$ cat src/rtl/driver_sin_decoder.sv
// Decodes the driver controller's serial command stream: models the driver's
// common shift register, counts sclk edges inside each LAT window and acts on the result.
module driver_sin_decoder #(
  parameter int SR_WIDTH    = 48,
  parameter int SYNC_STAGES = 2
) (
  input  logic                clk_hse,
  input  logic                rst,
  input  logic                driver_sclk,
  input  logic                driver_lat,
  input  logic                driver_sin,
  output logic                driver_sout,
  output logic                cmd_valid,
  output logic [2:0]          cmd_code,
  output logic [SR_WIDTH-1:0] cmd_data,
  output logic [4:0]          gs_count,
  output logic [SR_WIDTH-1:0] cfg_data,
  output logic                cmd_err
);

  typedef enum logic [2:0] {
    C_INV       = 3'd0,
    C_WRTGS     = 3'd1,
    C_LATGS     = 3'd2,
    C_WRTCFG    = 3'd3,
    C_LINERESET = 3'd4,
    C_READFC    = 3'd5,
    C_TMGRST    = 3'd6,
    C_FCWRTEN   = 3'd7
  } cmd_e;

  // All three lines share one chain so sin stays aligned with sclk.
  // Bit order in each stage: {sin, lat, sclk}.
  logic [SYNC_STAGES-1:0][2:0] r_sync;
  logic                        r_sclk_d;
  logic                        r_lat_d;
  logic [SR_WIDTH-1:0]         r_sr;
  logic [4:0]                  r_cnt;
  logic                        r_we;
  logic [4:0]                  r_gs;
  logic [SR_WIDTH-1:0]         r_cfg;
  logic [2:0]                  r_code;
  logic [SR_WIDTH-1:0]         r_data;
  logic                        r_valid;
  logic                        r_err;
  logic                        r_sout;

  logic [2:0]          w_sync;
  logic                w_sclk;
  logic                w_lat;
  logic                w_sin;
  logic                w_sclk_rise;
  logic                w_lat_rise;
  logic                w_lat_fall;
  logic [SR_WIDTH-1:0] w_sr_shift;
  logic [4:0]          w_cnt_base;
  logic [4:0]          w_cnt_next;
  cmd_e                w_code;
  logic                w_err;

  assign w_sync      = r_sync[SYNC_STAGES-1];
  assign w_sclk      = w_sync[0];
  assign w_lat       = w_sync[1];
  assign w_sin       = w_sync[2];
  assign w_sclk_rise = w_sclk & ~r_sclk_d;
  assign w_lat_rise  = w_lat & ~r_lat_d;
  assign w_lat_fall  = ~w_lat & r_lat_d;

  assign w_sr_shift = w_sclk_rise ? {r_sr[SR_WIDTH-2:0], w_sin} : r_sr;

  // r_lat_d keeps an sclk rise coincident with the lat fall inside the window.
  assign w_cnt_base = w_lat_rise ? 5'd0 : r_cnt;
  assign w_cnt_next = (w_sclk_rise && (w_lat || r_lat_d) && (w_cnt_base != 5'd31))
                      ? w_cnt_base + 5'd1 : w_cnt_base;

  always_comb begin
    w_code = C_INV;
    case (w_cnt_next)
      5'd1:    w_code = C_WRTGS;
      5'd3:    w_code = C_LATGS;
      5'd5:    w_code = C_WRTCFG;
      5'd7:    w_code = C_LINERESET;
      5'd11:   w_code = C_READFC;
      5'd13:   w_code = C_TMGRST;
      5'd15:   w_code = C_FCWRTEN;
      default: w_code = C_INV;
    endcase
  end

  assign w_err = (w_code == C_INV) || ((w_code == C_WRTCFG) && !r_we);

  always_ff @(posedge clk_hse) begin
    if (rst) begin
      r_sync   <= '0;
      r_sclk_d <= 1'b0;
      r_lat_d  <= 1'b0;
      r_sr     <= '0;
      r_cnt    <= '0;
      r_we     <= 1'b0;
      r_gs     <= '0;
      r_cfg    <= '0;
      r_code   <= '0;
      r_data   <= '0;
      r_valid  <= 1'b0;
      r_err    <= 1'b0;
      r_sout   <= 1'b0;
    end else begin
      r_sync[0] <= {driver_sin, driver_lat, driver_sclk};
      for (int i = 1; i < SYNC_STAGES; i++) r_sync[i] <= r_sync[i-1];
      r_sclk_d <= w_sclk;
      r_lat_d  <= w_lat;
      r_sr     <= w_sr_shift;
      r_cnt    <= w_cnt_next;
      r_sout   <= r_sr[SR_WIDTH-1];
      r_valid  <= w_lat_fall;
      r_err    <= w_lat_fall & w_err;
      if (w_lat_fall) begin
        r_code <= w_code;
        r_data <= w_sr_shift;
        case (w_code)
          C_WRTGS:              if (r_gs != 5'd31) r_gs <= r_gs + 5'd1;
          C_LATGS, C_LINERESET: r_gs <= '0;
          C_WRTCFG:
            if (r_we) begin
              r_cfg <= w_sr_shift;
              r_we  <= 1'b0;
            end
          // Load wins over any shift in this cycle.
          C_READFC:             r_sr <= r_cfg;
          C_FCWRTEN:            r_we <= 1'b1;
          default: ;
        endcase
      end
    end
  end

  assign driver_sout = r_sout;
  assign cmd_valid   = r_valid;
  assign cmd_code    = r_code;
  assign cmd_data    = r_data;
  assign gs_count    = r_gs;
  assign cfg_data    = r_cfg;
  assign cmd_err     = r_err;

endmodule

$ cat config.mk
export PLATFORM = sky130hd
export DESIGN_NAME = driver_sin_decoder
export DESIGN_NICKNAME = d
export VERILOG_FILES = /design/src/rtl/driver_sin_decoder.sv
export SDC_FILE = /design/constraint.sdc
export NUM_CORES = 1
export LEC_CHECK = 0
export CAP_MARGIN = 10
export CORE_MARGIN = 2
export CORE_UTILIZATION = 40
export DETAILED_ROUTE_END_ITERATION = 10
export RECOVER_POWER = 50
export SLEW_MARGIN = 10
export SYNTH_ARGS = -nofsm -noshare
export SYNTH_HDL_FRONTEND = slang
export SYNTH_SLANG_ARGS = --single-unit
$ cat constraint.sdc
create_clock -name clk_hse -period 5.8 [get_ports clk_hse]
set_clock_uncertainty 0.05 [all_clocks]
set_input_delay 1.16 -clock clk_hse [delete_from_list [all_inputs] [get_ports clk_hse]]
set_output_delay 1.16 -clock clk_hse [all_outputs]
set_load 0.05 [all_outputs]
# Yosys cells after proc, flatten, opt, wreduce, memory -nomap -nowiden
# Index checks and enable logic that the tools add are counted.
[op_classes] mux=9 n_eq_ne=16 n_bitwise=7 reduce_logical=13 n_addsub=2
[ops] op="48-bit 2-to-1 mux" n=3
[ops] op="3-bit case mux with 7 select lines" n=1
[ops] op="5-bit by 4-bit == test with 1-bit output, second input constant" n=3
[ops] op="5-bit 2-to-1 mux" n=3
[ops] op="5-bit by 1-bit adder with 5-bit output, second input constant" n=2
[ops] op="5-bit by 3-bit == test with 1-bit output, second input constant" n=2
[ops] op="5-bit inequality test, second input constant" n=2
[ops] op="5-bit case mux with 2 select lines" n=1
[ops] op="3-bit == test, second input constant" n=3
[ops] op="3-bit by 2-bit == test with 1-bit output, second input constant" n=2
[ops] op="3-bit AND reduction" n=2
[ops] op="5-bit by 1-bit == test with 1-bit output, second input constant" n=1
[ops] op="5-bit by 2-bit == test with 1-bit output, second input constant" n=1
[ops] op="1-bit AND" n=4
[ops] op="2-bit nonzero test" n=2
[ops] op="3-bit by 1-bit == test with 1-bit output, second input constant" n=1
[ops] op="1-bit logical AND" n=3
[ops] op="3-bit logical NOT" n=1
[ops] op="1-bit NOT" n=3
[ops] op="1-bit logical OR" n=2
[ops] op="2-bit inequality test, second input constant" n=1
[ops] op="1-bit case mux with 2 select lines" n=1
[ops] op="2-bit AND reduction" n=1
[ops] op="2-bit OR reduction" n=1
[ops] op="1-bit logical NOT" n=1
[word_totals] word_cells=61 register_bits=169 in_bits=5 out_inout_bits=107

# Logic depth before layout (Yosys ltp)
[depth] ltp_word=12 mapped_depth=16 depth_no_buf=12

# Worst setup path after synthesis
# No wires, ideal clock.
[synth_path] path_kind="reg2reg" startpoint="reg r_lat_d" endpoint="reg r_cfg[37] (netlist: cfg_data[37])" synth_period_minus_slack_ps=3399 stages_incl_launch_ff=15 slack_ps=2401 n_path_buf=3 t_arrival_ps=3212 path_cell_list="dfxtp_1 -> nand2b_1 -> buf_4 -> and2_1 -> ha_1 -> and3_1 -> ha_1 -> or3b_4 -> a2111oi_4 -> o211ai_2 -> or4_4 -> buf_6 -> buf_6 -> nand2_2 -> a21oi_1"
[synth_between] elab_chain_len=10 word_cells_on_any_way=20
[synth_lines] item="start: declaration" line="36" rtl="logic r_lat_d;"
[synth_lines] item="start signal: assignment" line="111" rtl="r_lat_d <= w_lat;"
[synth_lines] item="parallel branches: the longest is 9 deep, another holds 5-bit by 1-bit adder with 5-bit output"
[synth_lines] item="3-bit AND reduction (no line) (*)"
[synth_lines] item="end signal: assignment" line="125" rtl="r_cfg <= w_sr_shift;"
[synth_lines] item="end: declaration" line="41" rtl="logic [SR_WIDTH-1:0] r_cfg;"
# Every way passes the cells marked *.
# A chain may end at the register's enable or synchronous reset.

# Worst setup path after layout
[layout_path] startpoint="reg r_sync (netlist bit w_sync[1])" endpoint="reg r_sr[30]"
[layout_between] elab_chain_len=10 word_cells_on_any_way=21
[layout_lines] item="start: declaration" line="34" rtl="logic [SYNC_STAGES-1:0][2:0] r_sync;"
[layout_lines] item="parallel branches: the longest is 9 deep, another holds 5-bit by 1-bit adder with 5-bit output"
[layout_lines] item="48-bit 2-to-1 mux (*)" line="117" rtl="if (w_lat_fall) begin"
[layout_lines] item="end signal: assignment" line="112" rtl="r_sr <= w_sr_shift;"
[layout_lines] item="end signal: assignment" line="129" rtl="C_READFC: r_sr <= r_cfg;"
[layout_lines] item="end: declaration" line="37" rtl="logic [SR_WIDTH-1:0] r_sr;"
# Marked as above.

==> run summary <==
Status -> finished with violations
Violated checks -> max-capacitance violations, max-slew violations
DR top layer -> met4
# port buffers -> 111
Synth warn -> 0
Sink Count -> 169
Leakage -> 3.21 nW
Tot GR Track Use -> 18.5%
DR WL met2 -> 7680 µm
CP Max Fanout -> 67
RSZ-0062 raised after global routing -> false
Slew Viols, Final -> 39
Vias in the first global route -> 5273
Die W -> 135 µm
WL per Instance -> 15.6 µm
CP startpoint kind -> flip-flop
Tot Pwr -> 2.52 mW
WL met1 -> 7550 µm
Cell variety after synth -> 52
Max clock buf depth -> 2
Placed cell areas -> 8010 µm²
Crit-path cells -> nand2b_1 > and2_1 > ha_1 > and3_1 > ha_1 > nor3b_2 > a2111oi_0 > a211oi_1 > nand4bb_4 > buf_4 > nor2_1 > a211oi_1
Met3 routed WL -> 798 µm
Syn_nets -> 743
Skew-Pair Late Insertion Delay -> 0.43 ns
Congestion Overflow GR -> 0
Drt drc -> 0
Cell Area, Synth -> 6830 µm²
Layout fillers -> 1537
DRT Pass-1 Iters -> 4
Syn Inst Count -> 734
Total CTS buffers -> 17
Fmax -> 211 MHz
Synth top cells by count -> 169 x dfxtp_1, 115 x nor2_1, 100 x a211oi_1
Setup crit end kind -> flip-flop
Synth area leader -> dfxtp_1
Global-route wire length before repair -> 26800 µm
Buf/Inv on CP -> 1
DR iter-0 viols -> 379
Synthesis-stage register bit count -> 169
Layout cells sized above 1 -> 8.01%
Initial antenna violation count -> 0
Vias after detailed routing -> 5433
Seq/Total Area, Yosys -> 49.5%
Post-CTS Hold Fix Bufs -> 0
Root buf cell -> clkbuf_16
Worst-margin pin slew -> 1.80 ns
Final setup TNS -> 0 ns
Slowest cell delay on critical path -> 0.75 ns
Final #Nets -> 820
Delay-heaviest family, CP -> simple AND/OR/NAND/NOR gates
Row count -> 47
Required time of the critical path -> 6.06 ns
Post-synth EDFFs -> 0
Worst-path clk slew -> 0.06 ns
Pre-CTS WS -> 1.17 ns
Top cells by area, synth -> dfxtp_1 50%, a211oi_1 11%, mux2i_1 7.3%
Die area -> 18100 µm²
Gpl congestion -> 0.827
Starting Density -> 41.1%
DPL Wire Length -> 10400 µm
PnR worst setup slack -> 1.06 ns
Worst vdd ir -> 0.206 mV
Ports -> 112
WS Path Type -> reg -> reg
Largest net degree at the start of global routing -> 100
Ys async rst share -> 0%
Setup repair bufs after CTS -> 0
Total wire length -> 16300 µm
Final Core Density -> 51.9%
TritonCTS clock tree -> built
Top cell type's share of synthesized area -> 49.5%
Final Hold Viols -> 0
Setup Viol. Count Final -> 0
Crit path max-delay cell type -> nand4bb_4
DR vias/cell -> 5.20
Pwr/cell area -> 292 nW/µm²
CP Data Arrival Time -> 5.00 ns
Most frequent cell after synthesis -> dfxtp_1
Layout area overhead -> 26.3%
Post-Syn Area per Cell -> 9.31 µm²
Ys flop type -> dfxtp_1
Final Cell Area -> 8630 µm²
Tcrit/Tclk final -> 81.7%
Number of antenna-violating nets in the routed design -> 0
Chip height -> 135 µm
Post-CTS resize count -> 0
Antenna diodes -> 0
H-tree level count -> 4
Core Box Area -> 16600 µm²
Min-Delay Path Class -> reg -> reg
Max cap viols -> 1
Slew margin rel. -> -20.0%
Minimum clock period -> 4.74 ns
-- final timing paths --
path                                start         to  slack [ns]  depth (start not counted)
worst max register to register  w_sync[1]   r_sr[30]        1.06                         12
worst min-delay path            r_sync[2]  w_sync[2]        0.40                          1
worst min register to register  r_sync[2]  w_sync[2]        0.40                          1
worst max-delay path            w_sync[1]   r_sr[30]        1.06                         12
-- layout by cell type, fill, tap and decap left out, types with 3 or more instances in the layout --
master,count
clkbuf_1,3
ha_1,4
clkinvlp_4,4
nand2_1,44
nor2_1,115
bufinv_16,4
nor3_1,5
buf_4,7
clkbuf_16,17
a21oi_2,4
a21oi_1,49
clkdlybuf4s50_1,26
mux2i_1,50
dfxtp_1,169
dlygate4sd3_1,84
nor2b_1,10
nand2_2,10
a211oi_1,100
nand2b_1,51
inv_1,6
and3_1,4
o21ai_0,8
-- logic make-up after synthesis --
group                      synth area share, %
xor gates and xnor gates                 0.385
AOI/OAI and AO/OA                         18.5
buffers and inverters                     4.87
and+or+nand+nor                           18.5
DFF                                       49.5
adders and majority gates                0.732
muxes                                     7.49
-- stage by stage --
step / instances / hold slack [ns]
after CTS: 1044 / 0.394
after global placement: 1012 / 0.382
after floorplan: 734 / 0.364
after detailed placement: 1012 / 0.379
final: 1044 / 0.395
after global routing: 1044 / 0.410
-- state kept, by name (all words and copies together) (netlist names) --
name / count
cfg_data: 48
r_lat_d: 1
r_sr: 48
r_cnt: 5
gs_count: 5
r_we: 1
r_sclk_d: 1
cmd_code: 3
driver_sout: 1
cmd_data: 48
r_sync: 3
cmd_err: 1
cmd_valid: 1
w_sync: 3
-- layout make-up --
cell class	instances	area, µm²	area share (%)
sequential	169	3380	39.2
multi-input combinational	498	3160	36.6
timing repair buffer	119	1160	13.5
clock buffer	21	460	5.34
tap	220	275	3.19
clock inverter	11	169	1.96
inverter	6	22.5	0.261
-- routing by layer --
metal  GRT usage (%)  up-vias
met4            6.96        0
met5               0        -
met3            5.07       27
met2            29.6      129
met1            23.8     2548
li1                -     2729
-- where the power goes --
group / internal, mW / switching (mW) / total (mW) / leakage, nW
registers: 1.18 / 0.00834 / 1.18 / 1.37
clock network: 0.743 / 0.461 / 1.20 / 0.296
logic: 0.0379 / 0.0909 / 0.129 / 1.55
Note: power is estimated with default switching activity, not from simulation.
